## src/rtl/shift_arbiter.sv

```systemverilog
// Two requesters share one combinational barrel shifter and write into a single-entry response slot.
// Build option: define SHIFT_ARB_RR_EN for a round-robin tie-break; the default build uses fixed priority to requester 0.

module shifter_top (
    input  logic [31:0] operand_i,
    input  logic [4:0]  shamt_i,
    input  logic [2:0]  funct3_i,
    input  logic [6:0]  funct7_i,
    output logic [31:0] result_o,
    output logic        illegal_o
);

    logic        isSll;
    logic        isSrl;
    logic        isSra;
    logic        fill;
    logic [31:0] preShift;
    logic [31:0] postShift;

    function automatic logic [31:0] reverseBits(input logic [31:0] v);
        logic [31:0] r;
        for (int i = 0; i < 32; i++) begin
            r[i] = v[31-i];
        end
        return r;
    endfunction

    // Left shifts reuse the right-shift path by mirroring the operand in and the result out.
    always_comb begin
        isSll     = (funct3_i == 3'b001) && (funct7_i == 7'b0000000);
        isSrl     = (funct3_i == 3'b101) && (funct7_i == 7'b0000000);
        isSra     = (funct3_i == 3'b101) && (funct7_i == 7'b0100000);
        illegal_o = !(isSll || isSrl || isSra);
        fill      = isSra & operand_i[31];
        preShift  = isSll ? reverseBits(operand_i) : operand_i;
        postShift = 32'({{32{fill}}, preShift} >> shamt_i);
        result_o  = illegal_o ? 32'h0 : (isSll ? reverseBits(postShift) : postShift);
    end

endmodule

module shift_arbiter #(
    parameter int XLEN = 32
) (
    input  logic            clk,
    input  logic            rst,
    input  logic            req0_valid,
    output logic            req0_ready,
    input  logic [XLEN-1:0] req0_in,
    input  logic [4:0]      req0_shamt,
    input  logic [2:0]      req0_funct3,
    input  logic [6:0]      req0_funct7,
    input  logic            req1_valid,
    output logic            req1_ready,
    input  logic [XLEN-1:0] req1_in,
    input  logic [4:0]      req1_shamt,
    input  logic [2:0]      req1_funct3,
    input  logic [6:0]      req1_funct7,
    output logic            rsp_valid,
    input  logic            rsp_ready,
    output logic [XLEN-1:0] rsp_data,
    output logic            rsp_id,
    output logic            rsp_err
);

    localparam logic [0:0] EMPTY = 1'b0;
    localparam logic [0:0] FULL  = 1'b1;

    logic [0:0]      state_q, state_d;
    logic [XLEN-1:0] data_q, data_d;
    logic            id_q, id_d;
    logic            err_q, err_d;

    logic            grant0;
    logic            grant1;
    logic            slotFree;
    logic            accept;
    logic [XLEN-1:0] shOperand;
    logic [4:0]      shShamt;
    logic [2:0]      shFunct3;
    logic [6:0]      shFunct7;
    logic [XLEN-1:0] shResult;
    logic            shIllegal;

`ifdef SHIFT_ARB_RR_EN
    logic last_q, last_d;

    assign grant0 = req0_valid & (!req1_valid | last_q);
    assign grant1 = req1_valid & (!req0_valid | !last_q);
    assign last_d = accept ? grant1 : last_q;

    // Reset value 1 lets requester 0 win the first tie.
    always_ff @(posedge clk or posedge rst) begin
        if (rst) begin
            last_q <= 1'b1;
        end else begin
            last_q <= last_d;
        end
    end
`else
    assign grant0 = req0_valid;
    assign grant1 = req1_valid & !req0_valid;
`endif

    assign slotFree   = (state_q == EMPTY) | rsp_ready;
    assign req0_ready = grant0 & slotFree;
    assign req1_ready = grant1 & slotFree;
    assign accept     = (req0_valid & req0_ready) | (req1_valid & req1_ready);

    assign shOperand = grant1 ? req1_in     : req0_in;
    assign shShamt   = grant1 ? req1_shamt  : req0_shamt;
    assign shFunct3  = grant1 ? req1_funct3 : req0_funct3;
    assign shFunct7  = grant1 ? req1_funct7 : req0_funct7;

    shifter_top u_shifter (
        .operand_i (shOperand),
        .shamt_i   (shShamt),
        .funct3_i  (shFunct3),
        .funct7_i  (shFunct7),
        .result_o  (shResult),
        .illegal_o (shIllegal)
    );

    // An accept overwrites the slot even while it drains, which keeps one result per cycle.
    always_comb begin
        state_d = state_q;
        data_d  = data_q;
        id_d    = id_q;
        err_d   = err_q;
        if (accept) begin
            state_d = FULL;
            data_d  = shResult;
            id_d    = grant1;
            err_d   = shIllegal;
        end else if (rsp_ready) begin
            state_d = EMPTY;
        end
    end

    always_ff @(posedge clk or posedge rst) begin
        if (rst) begin
            state_q <= EMPTY;
            data_q  <= '0;
            id_q    <= 1'b0;
            err_q   <= 1'b0;
        end else begin
            state_q <= state_d;
            data_q  <= data_d;
            id_q    <= id_d;
            err_q   <= err_d;
        end
    end

    assign rsp_valid = (state_q == FULL);
    assign rsp_data  = data_q;
    assign rsp_id    = id_q;
    assign rsp_err   = err_q;

endmodule

```

## config.mk

```make
export PLATFORM = sky130hd
export DESIGN_NAME = shift_arbiter
export DESIGN_NICKNAME = d
export VERILOG_FILES = /design/src/rtl/shift_arbiter.sv
export SDC_FILE = /design/constraint.sdc
export NUM_CORES = 1
export LEC_CHECK = 0
export CORE_MARGIN = 2
export CORE_UTILIZATION = 48
export CTS_BUF_LIST = sky130_fd_sc_hd__clkbuf_4 sky130_fd_sc_hd__clkbuf_8
export DETAILED_ROUTE_END_ITERATION = 10
export PLACE_DENSITY_LB_ADDON = 0.2
export REMOVE_ABC_BUFFERS = 1
export SLEW_MARGIN = 30
export SYNTH_ARGS = -nofsm -noshare
export SYNTH_HDL_FRONTEND = slang
export SYNTH_SLANG_ARGS = --single-unit
```

## constraint.sdc

```tcl
create_clock -name clk -period 2.2 [get_ports clk]
set_input_delay 0.44 -clock clk [delete_from_list [all_inputs] [get_ports clk]]
set_output_delay 0.44 -clock clk [all_outputs]
set_load 0.01 [all_outputs]
```

Word level (Yosys, flattened, before mapping) --
Index checks and enable logic that the tools add are counted.
Operators by class: bitwise logic cells 9, reduce and logical (&&, ||, !) cells 9, shift-type cells 1, equality and inequality tests 3, multiplexer cells 9
Operators with widths (count):
- $mux W32 | 4
- $shr A64 B5 Y32 | 1
- $eq A7 B6 Y1 const B | 1
- $logic_not A7 Y1 | 1
- $mux W7 | 1
- $and A1 B1 Y1 | 6
- $mux W5 | 1
- $eq A3 B1 Y1 const B | 1
- $eq A3 B3 Y1 const B | 1
- $logic_and A1 B1 Y1 | 3
- $mux W3 | 1
- $logic_not A1 Y1 | 2
- $logic_or A1 B1 Y1 | 2
- $mux W1 | 2
- $or A1 B1 Y1 | 2
- $reduce_bool A2 Y1 | 1
- $not A1 Y1 | 1
Storage, ports and cells: input bits 99, word-level logic and storage cells 35, output and inout port bits 37, register bits after elaboration 35

Longest topological paths before layout --
depth in word-level cells 9, mapped depth 13, mapped depth without buffers 9

Hierarchy --
Synthesis repeated with hierarchy kept, for this count alone.
Unflattened totals: cells, all modules 608, area total of the unflattened synthesis 5494.0 µm²
By module, submodules not included:
- shifter_top | sequential area each 0.0 µm², cells an instance 474, times used 1, area each 3510.9 µm²
- shift_arbiter | sequential area each 875.8 µm², cells an instance 134, times used 1, area each 1983.2 µm²

Worst setup path after synthesis --
Ideal clock, no wire load.
path kind input-to-reg, from in req1_funct7[3], to reg data_q[3] (netlist: rsp_data[3]), arrival 3.052 ns, library setup time 0.076 ns, stages on the path 10, data required time 2.124 ns, path slack -0.929 ns, cell sequence or4b_4 > or4_4 > o21ai_4 > buf_12 > mux2_2 > a22oi_1 > o211ai_1 > mux2_2 > mux2_2 > o21ai_1
Between the ends: cells in the longest elaborated chain, start to end 7, elaborated cells on any way between the ends 13, classes of those cells eq/ne: 1; shift: 1; mux: 4; bitwise: 1; reduce/logical: 6
RTL lines:
- start, declared | RTL line 58 | input logic [6:0] req1_funct7,
- $mux W7 (*) | RTL line 113 | assign shFunct7 = grant1 ? req1_funct7 : req0_funct7;
- $eq A7 B6 Y1 / $logic_not A7 Y1 (equally long branches) | RTL line 32, 30, 31
- $logic_and A1 B1 Y1, on equally long branches | RTL line 32, 30
- $and A1 B1 Y1 / $mux W32 (equally long branches) | RTL line 34, 35
- $shr A64 B5 Y32 | RTL line 36 | postShift = 32'({{32{fill}}, preShift} >> shamt_i);
- $mux W32 | RTL line 37 | result_o = illegal_o ? 32'h0 : (isSll ? reverseBits(postShift) : postShift);
- $mux W32 (*) | RTL line 37
- end signal, assigned | RTL line 148 | data_q <= data_d;
- end, declared | RTL line 70 | logic [XLEN-1:0] data_q, data_d;
Every way passes the cells marked *; elsewhere a longest branch is shown, timed or not. A chain may end at the register's enable or synchronous reset.

Worst setup path after layout --
from in req0_funct7[3], to reg data_q[16] (netlist: rsp_data[16])
Between the ends: cells in the longest elaborated chain, start to end 7, elaborated cells on any way between the ends 13, classes of those cells eq/ne: 1; shift: 1; mux: 4; bitwise: 1; reduce/logical: 6
RTL lines:
- start, declared | RTL line 52 | input logic [6:0] req0_funct7,
- $mux W7 (*) | RTL line 113
- $eq A7 B6 Y1 / $logic_not A7 Y1 (equally long branches) | RTL line 32, 30, 31
- $logic_and A1 B1 Y1, on equally long branches | RTL line 32, 30
- $and A1 B1 Y1 / $mux W32 (equally long branches) | RTL line 34, 35
- $shr A64 B5 Y32 | RTL line 36
- $mux W32 | RTL line 37
- $mux W32 (*) | RTL line 37
Marked as above.

==> impl_metrics.toml <==
[sta]
slew_violations = 0
rsz0062_at_grt = "true"
tns_ps = -26810
hold_viol = 0
fmax_mhz = 317.8
worst_slew_pin_slew_ps = 612.3
fin_crit_ps = 3146
finClkSkew_ps = 2.724
fin_hold_ws_ps = 494.7
fin_ws_ps = -946.3
slew_headroom_pct = 58.63
finalSetupViolCount = 33
min_period_over_period_pct = 143.0

[power]
max-vdd-ir-drop_mv = 0.2899
p_clk_share_pct = 14.1
pwr-share-comb_pct = 67.7
pwr-share-seq_pct = 18.2
power_density_nw_per_um2 = 337.0
switching_power_uw = 1532
swShare_pct = 42.82
p_leak_uw = 0.004677
internal-power_uw = 2045

[hold_path]
worstHoldPathCells = 2
hold_class = "reg -> reg"
worstHoldStart = "rsp_data[25]"
hold_end = "rsp_data[25]"

[setup_path]
worst_path_max_delay_cell = "or4b_4"
crit_buf_inv = 4
crit_family = "simple AND/OR/NAND/NOR gates"
worst-endpoint-arrival_ps = 3340
cp.required_ps = 2400
slowest_delay_ps = 530
critPathLaunch = "req0_funct7[3]"
ff2ff_path_depth = 7
timing.rr.end = "rsp_data[13]"
startpoint_type = "primary input"
end_kind = "register"
r2r_setup_slack_ps = 390
reg2reg_from = "rsp_valid"
path_class = "in -> reg"
worstPathMaxFanout = 6
cp_common_cell = "buf_8"
crit_chain = "buf_6 -> or4b_4 -> or4_4 -> o21ai_4 -> buf_8 -> buf_8 -> mux2i_4 -> buf_4 -> a222oi_1 -> a22o_1 -> a21oi_2 -> nor2_1 -> o31ai_1"

[die]
core_region_area_sq_um = 11910
start_util_pct = 48.80
rows = 40
dieArea_sq_um = 13010
die_w_um = 114.1
io_pins = 136
die_y_um = 114.1

[global_routing]
grt_pass1_wl_mm = 46.13
track_usage_pct = 44.50
grt_pass1_vias = 8826
grt_max_degree = 36
antenna_found_initial = 0
overflow = 0

[clock_tree]
numCtsBuffers = 5
clockBufferDepth = 2
cts.clk_slew.worst_paths_ps = 80
clock_tree.root_cell = "clkbuf_8"
clock-sinks = 35
cts_tree = "yes"
ctsHoldBuffers = 0
insertion_delay_ps = 300
htreeDepth = 2

[status]
violations = "negative setup slack"
outcome = "finished, violations left"

[logic_synthesis]
synth-edff-count = 0
synth_common_cells = "103 x nand2_1, 95 x nor2_1, 77 x mux2i_1"
synthDistinctLibCells = 75
synth_seq_cells = 35
synth_area_leaders = "dfrtp_1 15%, mux2i_1 13%, nand2_1 6.7%"
synth_area_per_cell_sq_um = 7.203
yosysSeqAreaShare_pct = 15.07
synth.top_cell.area_share_pct = 15.07
synthCells = 807
synth_top_area_cell = "dfrtp_1"
synth_ff_type = "dfrtp_1"
synth_async_sr_flop_share_pct = 100.0
yosysMostFrequentCell = "nand2_1"
yosys_warnings = 0
syn_area_sq_um = 5813

[finish]
nNetsFinal = 1278
fin_util_pct = 89.12
fillers = 561
diodes = 0
drive_gt1_share_pct = 43.14
area.growth.synth_to_final_pct = 82.61

[placed_design]
hpwl_mm = 21.24
gp_congestion = 1.086
io_buffers = 135
place_ws_ps = -1581

[detailed_routing]
drt_wl_total_mm = 31.98
drcViolationCount = 0
vias = 9142
viasPerCell = 6.889
dr.pass1.iters = 6
ant_nets = 0
wl_per_cell_um = 24.10
dr.first_iter.drc_count = 1340

[flow_run]
maxCapViolations = 0
==> metal layers <==
layer	GRT usage [%]	vias up	routed length, um
li1	-	3800	-
met1	54.95	4237	11600
met2	73.33	865	14480
met3	9.317	240	3568
met4	22.93	0	2328
met5	0	-	0
==> registers in the layout, summed over array words and instances, names as in the netlist <==
register / flops
rsp_data: 32
rsp_err: 1
rsp_id: 1
rsp_valid: 1
==> placed cells by master (no fill, tap or decap), types with 12 or more instances in the layout <==
cell / count
buf_4: 254
clkdlybuf4s50_1: 115
nand2_1: 93
nor2_1: 88
mux2i_1: 50
dfrtp_1: 35
nand3_1: 33
a21oi_1: 31
buf_6: 29
inv_1: 25
o21ai_0: 24
nor3_1: 18
nor4bb_1: 17
mux2_2: 16
mux2i_2: 15
a31oi_1: 14
o21ai_1: 13
buf_12: 13
mux2i_4: 12
==> stage by stage <==
step	total power (uW)	cell area (sq um)	std cells
after CTS	3257	10080	1315
final	3577	10620	1327
after global routing	3682	10620	1327
after global placement	2521	9168	1281
after detailed placement	2550	9168	1281
after floorplan	1501	5480	737
==> worst max-delay path by stage <==
stage,end,slack (ps),cells after the start
global placement,rsp_data[21],-1660,13
finish,rsp_data[16],-950,13
detailed placement,rsp_data[2],-1580,13
CTS,rsp_data[16],-950,12
global route,rsp_data[16],-980,13
floorplan,rsp_data[16],-4300,8
==> logic make-up (layout without fill, tap and decap cells) <==
family	Yosys count	after routing	share of synthesized area (%)
flops	35	35	15.07
buf+inv	95	467	7.340
simple gates	329	329	28.02
compound gates	237	238	28.18
mux	111	111	21.39
==> power by group through the flow <==
stage	logic, uW	registers [uW]	clock network, uW
2_1_floorplan	837	664	0
3_3_place_gp	1860	662	0
3_5_place_dp	1890	663	0
4_1_cts	2110	650	495
5_1_grt	2510	650	525
6_report	2420	650	505
==> area by class of cell <==
class,count,area [sq um],area share (%)
sequential,35,875.8,8.251
multi-input combinational,678,5494,51.76
timing repair buffer,434,3879,36.54
clock inverter,1,5.005,0.04715
clock buffer,7,83.83,0.7897
tap,147,183.9,1.733
inverter,25,93.84,0.8840
==> worst register-to-register path, stage by stage, from the launching register on <==
cell and delay (ps):
dfrtp_1 380, nor2b_1 240, nor2_1 130, o211a_4 190
nand2_1 230, nor2_1 70, buf_4 150, a221o_1 310
==> timing repair <==
item,CTS,global route
buffers inserted,26,15
gates resized for setup,167,102
gates cloned,3,0
endpoints found under the setup margin,35,34
pin swaps,78,39
Power figures use the tool's default switching activity.
